--- src/rtl/store_serializer_32to8_if.sv ---
// Core-side store handshake plus byte-wide memory write port of the 32-to-8 store serializer.
// master = core/memory environment side, slave = serializer side.
interface store_serializer_32to8_if #(
    parameter int ADDR_W = 32
);
    logic              st_valid;
    logic              st_ready;
    logic [ADDR_W-1:0] st_addr;
    logic [31:0]       st_data;
    logic [1:0]        st_size;
    logic              mem_we;
    logic [ADDR_W-1:0] mem_addr;
    logic [7:0]        mem_wdata;
    logic              mem_ack;
    logic              done;
    logic              misalign_err;
    logic              timeout_err;

    modport master (
        output st_valid, st_addr, st_data, st_size, mem_ack,
        input  st_ready, mem_we, mem_addr, mem_wdata, done, misalign_err, timeout_err
    );

    modport slave (
        input  st_valid, st_addr, st_data, st_size, mem_ack,
        output st_ready, mem_we, mem_addr, mem_wdata, done, misalign_err, timeout_err
    );
endinterface

--- src/rtl/store_serializer_32to8.sv ---
// Splits one SB/SH/SW store into little-endian byte writes on an 8-bit memory port.
// Optional macro SER_TIMEOUT_EN adds a per-byte mem_ack timeout with abort (timeout_err).
module store_serializer_32to8 #(
    parameter int ADDR_W         = 32,
    parameter int TIMEOUT_CYCLES = 16
) (
    input  logic                    clk,
    input  logic                    rst,
    store_serializer_32to8_if.slave bus
);
    // TOUT is only reachable when the ack timeout is compiled in.
    typedef enum logic [2:0] {IDLE, SEND, DONE, ERR, TOUT} state_t;

    state_t            state_q, state_nx;
    logic [1:0]        cnt_q;
    logic [1:0]        last_q;
    logic [1:0]        last_nx;
    logic              misaligned;
    logic [ADDR_W-1:0] addr_q;
    logic [31:0]       data_q;

    if (TIMEOUT_CYCLES < 1) begin : g_cfg_check
        $error("store_serializer_32to8: TIMEOUT_CYCLES must be at least 1");
    end

    // NOTE: every always_comb output gets a default first, so no path can infer a latch.
    always_comb begin
        last_nx    = 2'd0;
        misaligned = 1'b0;
        case (bus.st_size)
            2'b00:   last_nx = 2'd0;
            2'b01: begin
                last_nx    = 2'd1;
                misaligned = bus.st_addr[0];
            end
            2'b10: begin
                last_nx    = 2'd3;
                misaligned = |bus.st_addr[1:0];
            end
            default: misaligned = 1'b1;
        endcase
    end

    // NOTE: sequential state uses non-blocking assignments only; reset is synchronous, sampled on clk.
    always_ff @(posedge clk) begin
        if (rst) begin
            state_q <= IDLE;
            cnt_q   <= 2'd0;
            last_q  <= 2'd0;
            addr_q  <= '0;
            data_q  <= '0;
        end else begin
            state_q <= state_nx;
            if (state_q == IDLE && bus.st_valid) begin
                addr_q <= bus.st_addr;
                data_q <= bus.st_data;
                last_q <= last_nx;
                cnt_q  <= 2'd0;
            end else if (state_q == SEND && bus.mem_ack && cnt_q != last_q) begin
                cnt_q <= cnt_q + 2'd1;
            end
        end
    end

`ifdef SER_TIMEOUT_EN
    localparam int WAIT_W = $clog2(TIMEOUT_CYCLES + 1);

    logic [WAIT_W-1:0] wait_q;
    logic              wait_expired;

    // Counts consecutive ack-less SEND cycles for the byte currently on the bus.
    always_ff @(posedge clk) begin
        if (rst || state_q != SEND || bus.mem_ack) begin
            wait_q <= '0;
        end else begin
            wait_q <= wait_q + 1'b1;
        end
    end

    assign wait_expired = !bus.mem_ack && (wait_q == WAIT_W'(TIMEOUT_CYCLES - 1));
`endif

    always_comb begin
        state_nx         = state_q;
        bus.st_ready     = 1'b0;
        bus.mem_we       = 1'b0;
        bus.mem_addr     = '0;
        bus.mem_wdata    = 8'h00;
        bus.done         = 1'b0;
        bus.misalign_err = 1'b0;
        bus.timeout_err  = 1'b0;
        case (state_q)
            IDLE: begin
                bus.st_ready = 1'b1;
                if (bus.st_valid) begin
                    state_nx = misaligned ? ERR : SEND;
                end
            end
            SEND: begin
                bus.mem_we    = 1'b1;
                bus.mem_addr  = addr_q + ADDR_W'(cnt_q);
                bus.mem_wdata = data_q[{cnt_q, 3'b000} +: 8];
                if (bus.mem_ack) begin
                    if (cnt_q == last_q) begin
                        state_nx = DONE;
                    end
                end
`ifdef SER_TIMEOUT_EN
                else if (wait_expired) begin
                    state_nx = TOUT;
                end
`endif
            end
            DONE: begin
                bus.done = 1'b1;
                state_nx = IDLE;
            end
            ERR: begin
                bus.done         = 1'b1;
                bus.misalign_err = 1'b1;
                state_nx         = IDLE;
            end
            TOUT: begin
                bus.done = 1'b1;
`ifdef SER_TIMEOUT_EN
                bus.timeout_err = 1'b1;
`endif
                state_nx = IDLE;
            end
            default: state_nx = IDLE;
        endcase
    end
endmodule

--- src/flat_wrapper.sv ---
// flat-port wrapper written by rule: the top's interface ports become plain ports
module store_serializer_32to8_flat 
#(
    parameter int ADDR_W         = 32,
    parameter int TIMEOUT_CYCLES = 16
)
  (clk, rst, bus_st_valid, bus_st_addr, bus_st_data, bus_st_size, bus_mem_ack, bus_st_ready, bus_mem_we, bus_mem_addr, bus_mem_wdata, bus_done, bus_misalign_err, bus_timeout_err);
  store_serializer_32to8_if #(.ADDR_W(ADDR_W)) bus_i ();
  input  logic clk;
  input  logic rst;
  input wire logic [$bits(bus_i.st_valid)-1:0] bus_st_valid;
  input wire logic [$bits(bus_i.st_addr)-1:0] bus_st_addr;
  input wire logic [$bits(bus_i.st_data)-1:0] bus_st_data;
  input wire logic [$bits(bus_i.st_size)-1:0] bus_st_size;
  input wire logic [$bits(bus_i.mem_ack)-1:0] bus_mem_ack;
  output wire logic [$bits(bus_i.st_ready)-1:0] bus_st_ready;
  output wire logic [$bits(bus_i.mem_we)-1:0] bus_mem_we;
  output wire logic [$bits(bus_i.mem_addr)-1:0] bus_mem_addr;
  output wire logic [$bits(bus_i.mem_wdata)-1:0] bus_mem_wdata;
  output wire logic [$bits(bus_i.done)-1:0] bus_done;
  output wire logic [$bits(bus_i.misalign_err)-1:0] bus_misalign_err;
  output wire logic [$bits(bus_i.timeout_err)-1:0] bus_timeout_err;
  assign bus_i.st_valid = bus_st_valid;
  assign bus_i.st_addr = bus_st_addr;
  assign bus_i.st_data = bus_st_data;
  assign bus_i.st_size = bus_st_size;
  assign bus_i.mem_ack = bus_mem_ack;
  assign bus_st_ready = bus_i.st_ready;
  assign bus_mem_we = bus_i.mem_we;
  assign bus_mem_addr = bus_i.mem_addr;
  assign bus_mem_wdata = bus_i.mem_wdata;
  assign bus_done = bus_i.done;
  assign bus_misalign_err = bus_i.misalign_err;
  assign bus_timeout_err = bus_i.timeout_err;
  store_serializer_32to8 #(.ADDR_W(ADDR_W), .TIMEOUT_CYCLES(TIMEOUT_CYCLES)) u_core (.clk(clk), .rst(rst), .bus(bus_i));
endmodule
--- config.mk ---
export PLATFORM = sky130hd
export DESIGN_NAME = store_serializer_32to8_flat
export DESIGN_NICKNAME = d
export VERILOG_FILES = /design/src/rtl/store_serializer_32to8_if.sv /design/src/rtl/store_serializer_32to8.sv /design/src/flat_wrapper.sv
export SDC_FILE = /design/constraint.sdc
export NUM_CORES = 1
export LEC_CHECK = 0
export CAP_MARGIN = 20
export CORE_MARGIN = 1
export CORE_UTILIZATION = 47
export DETAILED_ROUTE_END_ITERATION = 8
export PLACE_DENSITY = 0.86
export SETUP_SLACK_MARGIN = 0.15
export SYNTH_ARGS = -nofsm -noshare
export SYNTH_HDL_FRONTEND = slang
export SYNTH_SLANG_ARGS = --single-unit
--- constraint.sdc ---
create_clock -name clk -period 2.7 [get_ports clk]
set_input_delay 0.405 -clock clk [delete_from_list [all_inputs] [get_ports clk]]
set_output_delay 0.405 -clock clk [all_outputs]
set_load 0.05 [all_outputs]
==> metrics.md <==
| Metric | Value |
|---|---|
| Top cells by area, synth | dfxtp_1 39%, nand2_1 15%, a21oi_1 9.5% |
| R2R depth | 5 |
| First-pass GRT wire length | ~16000 µm |
| Net Count, Synth | between 500 and 600 |
| Sequential share of the synthesized area | 0.390 |
| Crit path kind | register to output port |
| Clock Skews | 0.00793 ns |
| Antenna violations before repair | 0 |
| Worst-skew pair later-pin latency | approximately 0.34 ns |
| Proportion of layout cells with a drive suffix above 1 | 0.226 |
| Most area-hungry cell type in the Yosys netlist | dfxtp_1 |
| Arrival time at the worst endpoint | about 2.4 ns |
| Synth Area in Simple Gates | 0.311 |
| Async SR Flop Fraction | 0 |
| Drt first pass iters | 5 |
| Outcome | complete, but fails checks |
| RSZ-0062 raised after global routing | yes |
| Most instantiated cells after synthesis | 143 x nand2_1, 70 x dfxtp_1, 68 x a21oi_1 |
| FP Rows | 31 |
| Slew HR | 0.566 |
| Routed len/inst | approximately 18 µm |
| Tightest Pin Transition | about 0.65 ns |
| Vias per cell | ~5.8 |
| Synthesis-to-layout area growth | 56.6% |
| MaxCap Viol Count | 0 |
| Post-Synth Adder-Cell Area | 0.0230 |
| Final WL | ~12000 µm |
| Max Freq | roughly 360 MHz |
| Multi-input logic area | about 2200 µm² |
| Cells after Synth | between 400 and 500 |
| Filler cells | roughly 440 |
| Post-Synth XOR/XNOR Area | 0.0804 |
| P_leak | about 2.2 nW |
| Number of remaining DRC errors | 0 |
| Power Density | 457 nW/µm² |
| Die Wd | ~90 µm |
| Failing checks | negative setup slack |
| Hold Fails Final Rpt | 0 |
| Gr usage total | 0.271 |
| Synth Warn # | 0 |
| Hold Crit Depth | 2 |
| Critical Path Start Type | register |
| Min setup slack post-route | -0.102 ns |
| Yosys top cell area share | 0.390 |
| WP data required | ~2.3 ns |
| Starting DRT DRC Count | 346 |
| Port Buffer Count | ~110 |
| Clk slew on worst S/H paths | about 0.08 ns |
| TritonCTS clock tree | built |
| Initial core utilization | 0.490 |
| Max-slew violation count | 0 |
| Fin util | 0.768 |
| Yosys cell types | 38 |
| Dpl hpwl | slightly above 7000 µm |
| Top-count cell post-synth | nand2_1 |
| Mux share of post-synthesis cell area | 0.0533 |
| Post-synth EDFFs | 0 |
| Crit end category | output port |
| Clock buffer depth | 2 |
| Via count | about 4000 |
| Final setup vio count | 2 |
| Vias in the first global route | around 3600 |
| Num CTS Buffers | 9 |
| Largest family of logic cells by synthesized area | simple AND/OR/NAND/NOR gates |
| Mapped cell area | ~3600 µm² |
| Fin nets | between 600 and 700 |
| Largest net degree at the start of global routing | a little over 40 |
| CTS root buffer | clkbuf_8 |
| Critical Path Fanout Max | 4 |
| FF/Latch Area | around 1400 µm² |
| Final ANT Viol Nets | 0 |
| I/O pin cnt | roughly 120 |
| Min Tclk post-route | roughly 2.8 ns |
| Die Ht | roughly 90 µm |
| Post-synthesis sequential element count | 70 |
| RePlAce Congestion | 0.928 |
| VDD IR max | 0.394 mV |
| Die Area | 8000 µm² |
| Hold WS | 0.456 ns |
| Core area | approximately 7300 µm² |
| Main synth FF type | dfxtp_1 |
| Num Clock Sinks | 70 |
| Worst min path class | register to register |
| Period Utilization, post-route | 1.04 |
| Post-synthesis compound-gate area fraction | 0.102 |
| H-tree levels | 3 |
| Gr ovfl total | 0 |
| Mean Syn Cell Area | roughly 7.7 µm² |
| Antenna cell count | 0 |
layout by cell type, fill, tap and decap left out, types with 2 or more instances in the layout:
cell | synthesis | final
buf_6 | 0 | 6
and2_1 | 14 | 13
dfxtp_1 | 70 | 64
nor3_4 | 1 | 2
ha_1 | 5 | 3
xor2_1 | 22 | 22
inv_1 | 4 | 4
ha_4 | 0 | 2
clkdlybuf4s50_1 | 0 | 71
nand2_1 | 143 | 141
xnor2_2 | 0 | 4
nor3_1 | 4 | 3
o21ai_0 | 2 | 2
a21oi_1 | 68 | 67
nand4_1 | 14 | 14
clkbuf_8 | 0 | 12
nor4_4 | 1 | 2
buf_12 | 0 | 26
clkbuf_1 | 23 | 2
nor2_2 | 0 | 13
buf_4 | 1 | 25
clkinvlp_4 | 0 | 2
nor2_4 | 0 | 2
nor2_1 | 40 | 25
clkbuf_16 | 0 | 6
nand3_1 | 9 | 8
xnor2_1 | 11 | 7
and4_4 | 0 | 2
dfxtp_2 | 0 | 5
mux4_2 | 8 | 8
worst max-delay path, cell delays in order (launching register included):
cell,delay (ns)
dfxtp_4,0.38
ha_4,0.26
a21o_1,0.13
and4_4,0.31
nand4b_4,0.14
or3_4,0.41
a21oi_4,0.24
buf_12,0.17
layout make-up:
| cell class | count | share of cell area |
|---|---|---|
| inverters | 4 | 0.00267 |
| clock inverters | 2 | 0.00267 |
| flip-flops and latches | 70 | 0.251 |
| multi-input cells | 363 | 0.400 |
| repair buffers | 135 | 0.292 |
| clock buffers | 14 | 0.0307 |
| well taps | 99 | 0.0220 |
cells by family after synthesis:
family	Yosys count
adders and majority gates	6
xor gates and xnor gates	33
and+or+nand+nor	242
other	1
muxes	9
AOI/OAI and AO/OA	72
DFF	70
buffers and inverters	36
through the flow:
stage               area [µm²]  cells  total power, mW  setup WS, ns  TNS (ns)
finish                    5630    687             2.57        -0.102    -0.110
detailed placement        5120    659             1.74         0.230         0
floorplan                 3620    469             1.49         0.175         0
global route              5630    687             2.65        -0.118    -0.454
CTS                       5470    686             2.52      -0.00485  -0.00485
global placement          5120    659             1.72         0.316         0
report_power, final:
| part | internal (mW) | total, mW | switching (mW) |
|---|---|---|---|
| combinational | 0.256 | 0.577 | 0.320 |
| clock | 0.410 | 0.812 | 0.401 |
| sequential | 1.11 | 1.18 | 0.0784 |
| total | 1.77 | 2.57 | 0.800 |
path summary, 6_finish.rpt:
| check | slack [ns] | to | start |
|---|---|---|---|
| max | -0.10 | bus_mem_addr[31] | u_core.addr_q[1]$_SDFFE_PP0P_ |
| max reg2reg | 1.00 | u_core.data_q[6]$_SDFFE_PP0P_ | u_core.state_q[1]$_SDFFE_PP0P_ |
| min reg2reg | 0.46 | u_core.data_q[13]$_SDFFE_PP0P_ | u_core.data_q[13]$_SDFFE_PP0P_ |
| min | 0.46 | u_core.data_q[13]$_SDFFE_PP0P_ | u_core.data_q[13]$_SDFFE_PP0P_ |
flip-flops by register name, summed over array words and instances, names as in the netlist:
| register | flops |
|---|---|
| u_core.data_q | 32 |
| u_core.addr_q | 32 |
| u_core.state_q | 2 |
| u_core.cnt_q | 2 |
| u_core.last_q | 2 |
routing by layer:
metal,vias to the layer above,wire [µm],GRT usage
met3,56,826,0.0379
met2,238,6260,0.482
li1,1783,-,-
met4,0,631,0.140
met5,-,0,0
met1,1881,4550,0.316
what timing repair did:
action,in CTS,in global routing
cloned,1,0
pin swaps,30,20
resized for setup,20,33
hold buffers,0,0
endpoints found under the setup margin,22,26
buffers inserted,10,1
No activity file was read; power rests on OpenSTA's default activity.
